--- src/rtl/out_port_arbiter_if.sv ---
// Byte-share bus between internal requesters and the output-port arbiter.
// The master side offers bytes; the slave side is the arbiter driving the output byte.
interface out_port_arbiter_if #(
    parameter int N_REQ = 4,
    parameter int DW    = 8
);
    localparam int SW = $clog2(N_REQ);

    logic                   en;
    logic [N_REQ-1:0]       req_valid;
    logic [N_REQ*DW-1:0]    req_data;
    logic [N_REQ-1:0]       req_ready;
    logic [DW-1:0]          out_data;
    logic                   out_strobe;
    logic [SW-1:0]          out_src;
    logic                   busy;

    modport master (
        output en, req_valid, req_data,
        input  req_ready, out_data, out_strobe, out_src, busy
    );

    modport slave (
        input  en, req_valid, req_data,
        output req_ready, out_data, out_strobe, out_src, busy
    );
endinterface

--- src/rtl/out_port_arbiter.sv ---
// Round-robin arbiter sharing one registered output byte between N_REQ requesters,
// with a fixed HOLD-cycle dwell after every transfer.
module out_port_arbiter #(
    parameter int N_REQ = 4,
    parameter int DW    = 8,
    parameter int HOLD  = 4
) (
    input  logic               clk,
    input  logic               rst,
    out_port_arbiter_if.slave  bus
);
    localparam int SW = $clog2(N_REQ);
    localparam int CW = (HOLD > 1) ? $clog2(HOLD) : 1;

    typedef enum logic {S_IDLE, S_HOLD} state_t;

    state_t           state;
    state_t           next_state;
    logic [SW-1:0]    ptr;
    logic [SW-1:0]    grant_idx;
    logic [SW:0]      scan;
    logic [CW-1:0]    cnt;
    logic [CW-1:0]    next_cnt;
    logic             found;
    logic             fire;
    logic [N_REQ-1:0] ready;
    logic [DW-1:0]    data_q;
    logic             strobe_q;
    logic [SW-1:0]    src_q;

    // Scan starts at ptr and wraps, so the first hit is the round-robin winner.
    always_comb begin
        found     = 1'b0;
        grant_idx = '0;
        scan      = '0;
        for (int k = 0; k < N_REQ; k++) begin
            scan = {1'b0, ptr} + (SW+1)'(k);
            if (scan >= (SW+1)'(N_REQ)) begin
                scan = scan - (SW+1)'(N_REQ);
            end
            if (!found && bus.req_valid[scan[SW-1:0]]) begin
                found     = 1'b1;
                grant_idx = scan[SW-1:0];
            end
        end
    end

    always_comb begin
        ready = '0;
        if (!rst && state == S_IDLE && bus.en && found) begin
            ready[grant_idx] = 1'b1;
        end
    end

    assign fire = |(bus.req_valid & ready);

    always_comb begin
        next_state = state;
        next_cnt   = cnt;
        unique case (state)
            S_IDLE: begin
                if (fire) begin
                    next_state = S_HOLD;
                    next_cnt   = CW'(HOLD - 1);
                end
            end
            S_HOLD: begin
                if (cnt == '0) begin
                    next_state = S_IDLE;
                end else begin
                    next_cnt = cnt - 1'b1;
                end
            end
            default: next_state = S_IDLE;
        endcase
    end

    always_ff @(posedge clk) begin
        if (rst) begin
            state    <= S_IDLE;
            ptr      <= '0;
            cnt      <= '0;
            data_q   <= '0;
            strobe_q <= 1'b0;
            src_q    <= '0;
        end else begin
            state    <= next_state;
            cnt      <= next_cnt;
            strobe_q <= fire;
            if (fire) begin
                data_q <= bus.req_data[grant_idx*DW +: DW];
                src_q  <= grant_idx;
                ptr    <= (grant_idx == SW'(N_REQ - 1)) ? '0 : grant_idx + 1'b1;
            end
        end
    end

    // out_data and out_src keep the last transfer until the next one replaces it.
    assign bus.req_ready  = ready;
    assign bus.out_data   = data_q;
    assign bus.out_strobe = strobe_q;
    assign bus.out_src    = src_q;
    assign bus.busy       = (state == S_HOLD);
endmodule

--- src/flat_wrapper.sv ---
// flat-port wrapper written by rule: the top's interface ports become plain ports
module out_port_arbiter_flat 
#(
    parameter int N_REQ = 4,
    parameter int DW    = 8,
    parameter int HOLD  = 4
)
  (clk, rst, bus_en, bus_req_valid, bus_req_data, bus_req_ready, bus_out_data, bus_out_strobe, bus_out_src, bus_busy);
  out_port_arbiter_if #(.N_REQ(N_REQ), .DW(DW)) bus_i ();
  input  logic clk;
  input  logic rst;
  input wire logic [$bits(bus_i.en)-1:0] bus_en;
  input wire logic [$bits(bus_i.req_valid)-1:0] bus_req_valid;
  input wire logic [$bits(bus_i.req_data)-1:0] bus_req_data;
  output wire logic [$bits(bus_i.req_ready)-1:0] bus_req_ready;
  output wire logic [$bits(bus_i.out_data)-1:0] bus_out_data;
  output wire logic [$bits(bus_i.out_strobe)-1:0] bus_out_strobe;
  output wire logic [$bits(bus_i.out_src)-1:0] bus_out_src;
  output wire logic [$bits(bus_i.busy)-1:0] bus_busy;
  assign bus_i.en = bus_en;
  assign bus_i.req_valid = bus_req_valid;
  assign bus_i.req_data = bus_req_data;
  assign bus_req_ready = bus_i.req_ready;
  assign bus_out_data = bus_i.out_data;
  assign bus_out_strobe = bus_i.out_strobe;
  assign bus_out_src = bus_i.out_src;
  assign bus_busy = bus_i.busy;
  out_port_arbiter #(.N_REQ(N_REQ), .DW(DW), .HOLD(HOLD)) u_core (.clk(clk), .rst(rst), .bus(bus_i));
endmodule
--- config.mk ---
export PLATFORM = sky130hd
export DESIGN_NAME = out_port_arbiter_flat
export DESIGN_NICKNAME = d
export VERILOG_FILES = /design/src/rtl/out_port_arbiter_if.sv /design/src/rtl/out_port_arbiter.sv /design/src/flat_wrapper.sv
export SDC_FILE = /design/constraint.sdc
export NUM_CORES = 1
export LEC_CHECK = 0
export CORE_MARGIN = 3
export CORE_UTILIZATION = 30
export CTS_CLUSTER_SIZE = 30
export DETAILED_ROUTE_END_ITERATION = 12
export PLACE_DENSITY = 0.67
export SYNTH_ARGS = -nofsm -noshare
export SYNTH_HDL_FRONTEND = slang
export SYNTH_SLANG_ARGS = --single-unit
--- constraint.sdc ---
create_clock -name clk -period 2.4 [get_ports clk]
set_input_delay 0.36 -clock clk [delete_from_list [all_inputs] [get_ports clk]]
set_output_delay 0.36 -clock clk [all_outputs]
set_load 0.005 [all_outputs]
Yosys cells after proc, flatten, opt, wreduce, memory -nomap -nowiden:

Index checks and enable logic that the tools add are counted.

* flip-flop bits (word level): 16
* input bits: 39
* output and inout bits: 16
* word-level logic and storage cells: 75

* $add $sub $neg: 9
* magnitude comparators: 10
* equality and inequality tests: 3
* shifts and indexed selects: 1
* multiplexer cells: 30
* bitwise operators: 2
* reduce and logical (&&, ||, !) cells: 14

Operators with widths (count)
* 32-bit by 6-bit variable part select with 8-bit output: 1
* 2-bit 2-to-1 mux: 11
* 2-bit by 3-bit less-than comparator with 1-bit output, second input constant: 5
* 1-bit 2-to-1 mux: 11
* 2-bit by 1-bit subtractor with 2-bit output, second input constant: 5
* 3-bit greater-or-equal comparator, second input constant: 3
* 1-bit binary-select mux with 2-bit select: 4
* 1-bit logical AND: 7
* 2-bit by 2-bit adder with 3-bit output, second input constant: 2
* 4-bit bitwise AND: 1
* 1-bit logical NOT: 4
* 4-bit 2-to-1 mux: 1
* 2-bit one-hot mux with 2 select lines: 1
* 4-bit OR reduction: 1
* 2-bit by 1-bit adder with 3-bit output, second input constant: 1
* 2-bit by 3-bit greater-or-equal comparator with 1-bit output, second input constant: 1
* 2-bit by 1-bit adder with 2-bit output, second input constant: 1
* 1-bit demux with 2-bit select: 1
* 2-bit == test, second input constant: 1
* 2-bit by 1-bit greater-or-equal comparator with 1-bit output, second input constant: 1
* 2-bit logical NOT: 1
* 2-bit by 1-bit inequality test with 1-bit output, second input constant: 1
* 2-bit inequality test, second input constant: 1
* 1-bit one-hot mux with 2 select lines: 1
* 2 further kinds: 2

Depth between registers and ports, before layout:

Gate-level depths: netlist (run 1).

* word-level depth: 23
* mapped depth: 12
* gate-level depth less buffers: 10

Least setup slack after synthesis (run 1):

OpenSTA, ideal clock, no wires.

* kind: input to register
* start point: input port bus_req_valid[2]
* end point: register u_core.cnt[0]
* setup time: 135 ps
* arrival: 2338 ps
* required time: 2265 ps
* setup slack: -73 ps
* stages: 12
* path buffers: 2
* cell sequence: nor2b_1 -> a311oi_4 -> or2_1 -> inv_2 -> buf_6 -> ha_1 -> nand2_1 -> o21ai_0 -> or3_1 -> buf_2 -> a21oi_1 -> a211oi_1

* cells in the longest elaborated chain, start to end: 21
* elaborated cells on any way between the ends: 33
* classes of those cells: order compare (2); eq/ne (1); mux (19); bitwise (1); reduce/logical (10)

RTL lines
* start: declaration: line flat_wrapper.sv:13 `input wire logic [$bits(bus_i.req_valid)-1:0] bus_req_valid;`
* 1-bit binary-select mux with 2-bit select: line out_port_arbiter.sv:41 `if (!found && bus.req_valid[scan[SW-1:0]]) begin`
* 1-bit 2-to-1 mux (not written as such): line out_port_arbiter.sv:41
* 1-bit 2-to-1 mux: line out_port_arbiter.sv:41
* 1-bit logical NOT: line out_port_arbiter.sv:41
* 1-bit logical AND: line out_port_arbiter.sv:41
* 1-bit 2-to-1 mux: line out_port_arbiter.sv:41
* 1-bit logical NOT: line out_port_arbiter.sv:41
* 1-bit logical AND: line out_port_arbiter.sv:41
* [... 5 more ...]
* 1-bit logical AND (not written as such): line out_port_arbiter.sv:51 `ready[grant_idx] = 1'b1;`
* 1-bit 2-to-1 mux (not written as such): line out_port_arbiter.sv:51
* 1-bit demux with 2-bit select
* 4-bit 2-to-1 mux: line out_port_arbiter.sv:50 `if (!rst && state == S_IDLE && bus.en && found) begin`
* 4-bit bitwise AND *: line out_port_arbiter.sv:55 `assign fire = |(bus.req_valid & ready);`
* 4-bit OR reduction *: line out_port_arbiter.sv:55
* 2-bit by 1-bit inequality test with 1-bit output (no source line) *
* 2-bit AND reduction (no source line) *
* end signal: assignment: line out_port_arbiter.sv:88 `cnt <= next_cnt;`
* end: declaration: line out_port_arbiter.sv:22 `logic [CW-1:0] cnt;`

Mark *: on every way between the ends. The rest lies on a longest branch, timed or not. The select of a mux whose other input is x is not followed.
A chain may end at the register's enable or synchronous reset.

Final worst setup path (run 1):

* start point: input port bus_req_valid[1]
* end point: output port bus_req_ready[0]

* cells in the longest elaborated chain, start to end: 17
* elaborated cells on any way between the ends: 29
* classes of those cells: order compare (2); mux (19); reduce/logical (8)

RTL lines
* 1-bit binary-select mux with 2-bit select: line out_port_arbiter.sv:41
* 1-bit 2-to-1 mux (not written as such): line out_port_arbiter.sv:41
* 1-bit 2-to-1 mux: line out_port_arbiter.sv:41
* 1-bit logical NOT: line out_port_arbiter.sv:41
* 1-bit logical AND: line out_port_arbiter.sv:41
* 1-bit 2-to-1 mux: line out_port_arbiter.sv:41
* 1-bit logical NOT: line out_port_arbiter.sv:41
* 1-bit logical AND: line out_port_arbiter.sv:41
* 1-bit 2-to-1 mux: line out_port_arbiter.sv:41
* 1-bit logical NOT: line out_port_arbiter.sv:41
* 1-bit logical AND: line out_port_arbiter.sv:41
* 2-bit 2-to-1 mux: line out_port_arbiter.sv:41
* 2-bit by 3-bit less-than comparator with 1-bit output (not written as such) or 2-bit by 1-bit greater-or-equal comparator with 1-bit output (tied branches): line out_port_arbiter.sv:51
* 1-bit logical AND (not written as such): line out_port_arbiter.sv:51
* 1-bit 2-to-1 mux (not written as such): line out_port_arbiter.sv:51
* 1-bit demux with 2-bit select
* 4-bit 2-to-1 mux *: line out_port_arbiter.sv:50
* end: declaration: line flat_wrapper.sv:15 `output wire logic [$bits(bus_i.req_ready)-1:0] bus_req_ready;`

Marks and branches as above.

==> results of run 1 <==
## cell families after synthesis
group	after synthesis
AND/OR/NAND/NOR	34
flip-flops	16
buffers and inverters	17
AO/OA/AOI/OAI	64
adder cells (fa/ha/maj)	3
## area by class of cell
type	instances	area [um^2]	area share, %
clock buffer	3	41.29	2.158
inverter	9	33.78	1.766
multi-input combinational	101	765.7	40.03
sequential	16	327.8	17.14
tap	46	57.56	3.009
timing repair buffer	75	686.9	35.91
## flip-flops by register name (all words and copies together) (netlist names)
register               cells
u_core.ptr                 2
u_core.bus.busy            1
u_core.bus.out_src         2
u_core.bus.out_data        8
u_core.bus.out_strobe      1
u_core.cnt                 2
## metal layers
| metal | share of wire (%) | GRT usage (%) | vias up |
|---|---|---|---|
| met4 | 0.68 | 4.304 | 0 |
| met1 | 43 | 20.79 | 576 |
| met3 | 4.7 | 4.493 | 2 |
| li1 | - | - | 642 |
| met2 | 52 | 29.94 | 32 |
| met5 | 0 | 0 | - |
## cell usage after synthesis (all sizes together)
cell type,n
nor3b,1
and3,1
o21ai,11
o22ai,1
clkbuf,4
a221oi,1
a211oi,19
nand2,4
o21a,16
nand3,4
a21oi,7
buf,4
inv,9
a311oi,1
or2,1
and2,2
nand2b,2
nor2,7
nor3,1
o31ai,8
ha,3
dfxtp,16
or3,1
nor2b,10
## through the flow
| stage | power, mW | instances | utilization (%) |
|---|---|---|---|
| after floorplan | 0.4856 | 134 | - |
| after global placement | 0.6723 | 247 | 53.17 |
| after detailed placement | 0.6781 | 247 | 53.17 |
| after CTS | 0.8782 | 250 | 54.29 |
| after global routing | 0.9376 | 250 | 55.16 |
| final | 0.8766 | 250 | 55.16 |
## timing repair
item                                    4_1_cts  5_1_grt
pin swaps                                     2        2
endpoints found under the setup margin       17       14
endpoints found under the hold margin         0        0
gates resized for setup                       9       15
## where the power goes
group | leakage, nW | switching (mW) | internal (mW)
Sequential | 0.133 | 0.0168 | 0.293
Combinational | 0.587 | 0.164 | 0.205
Clock | 0.0216 | 0.0870 | 0.111
Total | 0.741 | 0.268 | 0.609
## worst paths after layout
check                        start                     end  slack (ns)  depth (start not counted)
max reg2reg          u_core.ptr[0]  u_core.bus.out_data[7]        0.19                         11
max               bus_req_valid[1]        bus_req_ready[0]        0.09                          8
min reg2reg  u_core.bus.out_src[0]   u_core.bus.out_src[0]        0.49                          2
min          u_core.bus.out_src[0]   u_core.bus.out_src[0]        0.49                          2
## cells in the final DEF, fill, tap and decap left out, types with 5 or more instances in the layout
cell              n
dfxtp_1          14
o21ai_0          11
o21a_1           16
a211oi_2         10
o31ai_1           8
nor2_1            7
clkdlybuf4s50_1  47
nor2b_1           9
inv_1             5
buf_4            21
a211oi_1          9
## critical path, delay by kind of cell
family / cells / cell delay [ns]
AND/OR/NAND/NOR: 3 / 0.34
buffers and inverters: 4 / 0.95
AO/OA/AOI/OAI: 1 / 0.30
==> summary.md, run 1 <==
| Metric | Value |
|---|---|
| Total inserted antenna cells | 0 |
| Maximum number of buffers from clock root to sink | 2 |
| Total of flip-flops plus latches after synthesis | 16 |
| Die Width | 67.13 um |
| Measured slew at the worst slew-check pin | approximately 0.33 ns |
| Total count of hold-check failures in the final report | 0 |
| Multiplexer area fraction after synthesis | 0% |
| Wire length after detailed routing | 3689 um |
| Number of I/O pins | between 50 and 60 |
| Total of max-cap violations | 0 |
| Total negative slack for setup checks | 0 ns |
| Mean number of vias per cell | ~5.0 |
| Combinational family with the most area after synthesis | compound AO/OA/AOI/OAI gates |
| Final-layout worst hold slack | 0.4944 ns |
| Layout Skew | 0.0008511 ns |
| Area fraction in compound gates after synthesis | between 40% and 50% |
| CP endpoint kind | primary output |
| Number of port buffers | 54 |
| Final global-route overflow total | 0 |
| Placer congestion estimate | 0.8576 |
| Post-layout worst setup margin | 0.09392 ns |
| Crit-path max cell delay | 0.51 ns |
| Layout filler cell count | 339 |
| Area inside the core boundary | 3468 um^2 |
| Crit path max fanout | 3 |
| WP data arrival | 1.95 ns |
| Pins over their slew limit | 0 |
| Crit path required time | approximately 2.0 ns |
| Fraction of post-synthesis cell area in the top cell type by area | between 20 and 30% |
| Peak supply drop | 0.0002181 V |
| Library cells used by synthesis | 28 |
| Synthesized area per cell | 8.366 um^2 |
| Area of the die | 4506 um^2 |
| Layout cells sized above 1 | 25.49% |
| Max frequency | 0.4336 GHz |
| Cell type with the largest total area after synthesis | dfxtp_1 |
| Via count of the first global-routing pass | 1294 |
| Number of warning messages in the yosys log | 0 |
| Hold Buf Count CTS | 0 |
| Number of DRC markers after the initial detailed-route iteration | 55 |
| XOR/XNOR share of the synthesized area | 0% |
| Clock transition at the register clock pins on the worst setup and hold paths after CTS | 0.06 ns |
| Simple-Gate Fraction of Synth Area | between 15 and 20% |
| First-pass DRT Iterations | 4 |
| Largest cells by area after synthesis | dfxtp_1 29%, o21a_1 11%, a211oi_2 10%, a211oi_1 6.7%, nor2b_1 5.6% |
| Layout Area Growth over Synthesis | 70.65% |
| Overall die height | 67.13 um |
| Final worst-path cycle share | 96.09% |
| Post-Synth Adder-Cell Area | 3.348% |
| Post-DP Area | 1844 um^2 |
| Number of antenna violations at the first check in global routing | 0 |
| H-tree lvl count | 1 |
| DP Worst Slack | -0.3515 ns |
| Class of the tightest hold or removal check | reg -> reg |
| Crit-path slowest cell | clkdlybuf4s50_1 |
| Num CTS Buffers | 3 |
| Slew Limit Headroom | 77.79% |
| Proportion of synthesized chip area in sequential cells | 28.57% |
| First-pass GRT wire length | 5871 um |
| TritonCTS clock tree | built |
| Count of final setup violators | 0 |
| Clock root cell | clkbuf_8 |
| Via total after detailed routing | 1252 |
| Drc violations | 0 |
| Global router's overall resource usage | between 10% and 20% |
| Power Dens Cells | 458.2 nW/um^2 |
| Wire length per cell | 14.76 um |
| WS Path Type | in -> out |
| Pin count of the biggest net entering global routing | 19 |
| Leakage power figure | ~0.74 nW |
| Number of placement rows | 21 |
| Synthesized area | 1121 um^2 |
| Sum of net half-perimeters after detailed placement | 2798 um |
| Sequence of cells on the critical path | dlygate4sd2_1 > inv_2 > a311oi_4 > or2_1 > buf_4 > nand2_1 > nor2_1 > clkdlybuf4s50_1 |
| Summed area of non-filler cells in the final layout | 1913 um^2 |
| Final ANT Viol Nets | 0 |
| Insertion delay of the later-clocked pin in the worst-skew pair | around 0.24 ns |
| Critical path startpoint category | input port |
| Count of mapped cells out of synthesis | 134 |
| Final critical-path required period | about 2.3 ns |
| Result of the run | complete, no violations |
| CTS sink cnt | 16 |
| Syn nets | roughly 180 |
| Layout net count | 248 |
| Initial core utilization | between 30 and 40% |
| Post-CTS setup repair buffer count | 0 |
Note: power is estimated with default switching activity, not from simulation.
==> run 2: changes to the inputs <==
- clock period: 2.4 -> 2.1 ns (I/O delays scaled with it)
==> summary.md, run 2 (synthesized netlist as in run 1, its figures left out) <==
| Metric | Value |
|---|---|
| Internal power | 775.0 uW (+27%) |
| Crit path max fanout | 5 (+2) |
| Post-DP Area | 1872 um^2 (+1.5%) |
| First-pass DRT Iterations | 4 (unchanged) |
| First-pass GRT wire length | 6237 um (+6.2%) |
| Number of DRC markers after the initial detailed-route iteration | 123 (+120%) |
| WS Path Type | reg -> reg |
| Worst min-delay path startpoint | u_core.cnt[0] |
| Hold Path Sink | u_core.cnt[0] |
| Via total after detailed routing | 1338 (+6.9%) |
| Clock transition at the register clock pins on the worst setup and hold paths after CTS | 0.07 ns (about the same) |
| Number of cells traversed by the worst register-to-register path | 11 (unchanged) |
| Overall power after layout | 1.122 mW (+28%) |
| Count of final setup violators | 3 (+3) |
| Drc violations | 0 (unchanged) |
| RSZ-0062 raised after global routing | yes |
| TritonCTS clock tree | built |
| Part of the power in the clock network | 24.9% (+2.3 points) |
| Final worst-path cycle share | 102.0% |
| Fraction of power spent switching nets | 30.95% (+0.43 points) |
| Global router's overall resource usage | 17.93% (+0.79 points) |
| Layout net count | 255 (+2.8%) |
| Area of the die | 4506 um^2 (unchanged) |
| FF/Latch Area | 325.3 um^2 (-0.76%) |
| Peak supply drop | 0.0002936 V (+35%) |
| Pin count of the biggest net entering global routing | 19 (unchanged) |
| Final critical-path required period | ~2.1 ns |
| CP endpoint kind | flip-flop |
| Post-layout worst setup margin | -0.04172 ns (-0.1356 ns) |
| Hold Buf Count CTS | 0 (unchanged) |
| Summed area of non-filler cells in the final layout | 2073 um^2 (+8.4%) |
| Slew Limit Headroom | 70.87% (-6.9 points) |
| Layout cells sized above 1 | 34.43% (+8.9 points) |
| Largest register FFs | 8 (unchanged) |
| Num CTS Buffers | 3 (unchanged) |
| Seq pwr share | 31.4% (-3.9 points) |
| Footprint of the multi-input gates | 853.3 um^2 (+11%) |
| Placer congestion estimate | 0.8547 (-0.34%) |
| WP data arrival | 2.28 ns (+0.33 ns) |
| Number of antenna violations at the first check in global routing | 0 (unchanged) |
| Layout filler cell count | 317 (-6.5%) |
| Area inside the core boundary | 3468 um^2 (unchanged) |
| Leading cell type in the layout, fill and taps excluded | clkdlybuf4s50_1 |
| Sum of net half-perimeters after detailed placement | 2949 um (+5.4%) |
| Total count of hold-check failures in the final report | 0 (unchanged) |
| Overall die height | 67.13 um (unchanged) |
| Via count of the first global-routing pass | 1320 (+2.0%) |
| Insertion delay of the later-clocked pin in the worst-skew pair | 0.25 ns (about the same) |
| Leakage power figure | 0.7915 nW (+6.8%) |
| Final-layout worst hold slack | 0.5087 ns (+0.01423 ns) |
| Power Dens Cells | 541.4 nW/um^2 (+18%) |
| Number of placement rows | 21 (unchanged) |
| Most frequent cells in the layout | 46 x clkdlybuf4s50_1, 25 x buf_4, 16 x o21a_1, 14 x dfxtp_1, 11 x a211oi_2 |
| Initial core utilization | 32.32% (unchanged) |
| Max frequency | about 0.47 GHz |
| Number of port buffers | 54 (unchanged) |
| Wire length after detailed routing | 4037 um (+9.4%) |
| H-tree lvl count | 1 (unchanged) |
| Instance count along the most critical hold path | 2 (unchanged) |
| Result of the run | finished, violations left |
| Crit path required time | 2.24 ns (+0.20 ns) |
| Combinational group share of total power | 43.8% (+1.7 points) |
| Violations in the final reports | negative setup slack |
| R2r endpoint | u_core.cnt[0] |
| CTS sink cnt | 16 (unchanged) |
| Total of max-cap violations | 0 (unchanged) |
| Number of I/O pins | 55 (unchanged) |
| Measured slew at the worst slew-check pin | 0.4361 ns (+0.1036 ns) |
| Final ANT Viol Nets | 0 (unchanged) |
| Die Width | 67.13 um (unchanged) |
| Reg-to-reg setup timing slack | -0.04 ns (-0.23 ns) |
| Wire length per cell | 15.65 um (+6.0%) |
| Clock root cell | clkbuf_8 |
| Layout Area Growth over Synthesis | 84.93% |
| Layout Skew | 0.0007383 ns (-0.0001128 ns) |
| Critical path startpoint category | flip-flop |
| Mean number of vias per cell | 5.186 (+3.6%) |
| Total inserted antenna cells | 0 (unchanged) |
| Switching pwr | 347.4 uW (+30%) |
| Maximum number of buffers from clock root to sink | 2 (unchanged) |
| Startpoint of the worst-slack reg-to-reg timing path | u_core.ptr[0] |
| Class of the tightest hold or removal check | reg -> reg |
| Pins over their slew limit | 0 (unchanged) |
| Final global-route overflow total | 0 (unchanged) |
-- run 2: changes by cell type in the layout (fill, tap and decap cells not counted), moves of 2 or more --
cell and delta:
ha_1 -2, dlygate4sd2_1 -2, buf_2 +3, ha_4 +2, buf_6 +2, buf_4 +4
-- run 2: worst max path at each step --
stage / from / to / slack [ns]
5_1_grt: u_core.ptr[1] / u_core.cnt[0] / -0.12
4_1_cts: u_core.ptr[1] / bus_req_ready[3] / 0.01
3_5_place_dp: bus_req_valid[2] / u_core.bus.out_data[2] / -0.64
6_report: u_core.ptr[0] / u_core.cnt[0] / -0.04
3_3_place_gp: bus_req_valid[2] / u_core.bus.out_data[5] / -0.57
2_1_floorplan: bus_req_valid[2] / u_core.cnt[0] / -0.26
-- run 2: power by group through the flow --
stage,clock network [mW],logic [mW],registers (mW)
floorplan,0,0.216,0.358
global placement,0,0.422,0.358
detailed placement,0,0.429,0.359
CTS,0.279,0.463,0.353
global route,0.298,0.527,0.356
finish,0.279,0.491,0.352
-- run 2: stage by stage --
stage / setup WS (ns) / cells / setup TNS (ns) / utilization, %
finish: -0.04172 / 258 / -0.05449 / 59.78
global route: -0.1215 / 258 / -1.130 / 59.78
CTS: 0.01380 / 254 / 0 / 57.86
detailed placement: -0.6369 / 244 / -11.33 / 53.97
global placement: -0.5666 / 244 / -10.15 / 53.97
floorplan: -0.2584 / 134 / -3.387 / -
-- run 2: timing repair --
action	in CTS	in global routing
setup buffers	6	4
pin swaps	4	12
hold endpoints to repair	0	0
endpoints found under the setup margin	19	18
resized for setup	27	15
-- run 2: worst max-delay path, stage by stage (launching register included) --
cell,delay [ns]
dfxtp_4,0.38
nor2b_4,0.05
a311oi_4,0.21
or2_1,0.19
inv_2,0.07
buf_12,0.12
ha_4,0.16
nand2_4,0.06
o21ai_4,0.06
or3_4,0.45
a21oi_4,0.20
a211oi_2,0.08
-- run 2: area by class of cell --
cell class | instances | share of cell area (%)
well taps | 46 | 2.776
multi-input cells | 101 | 41.16
clock buffers | 4 | 2.655
inverters | 9 | 1.750
flip-flops and latches | 16 | 15.69
repair buffers | 82 | 35.97
-- run 2: metal layers --
| metal | track usage, % | routed length (um) | vias to the layer above |
|---|---|---|---|
| met2 | 32.52 | 2122 | 34 |
| li1 | - | - | 653 |
| met4 | 4.810 | 58 | 0 |
| met5 | 0 | 0 | - |
| met1 | 21.57 | 1657 | 647 |
| met3 | 3.161 | 199 | 4 |
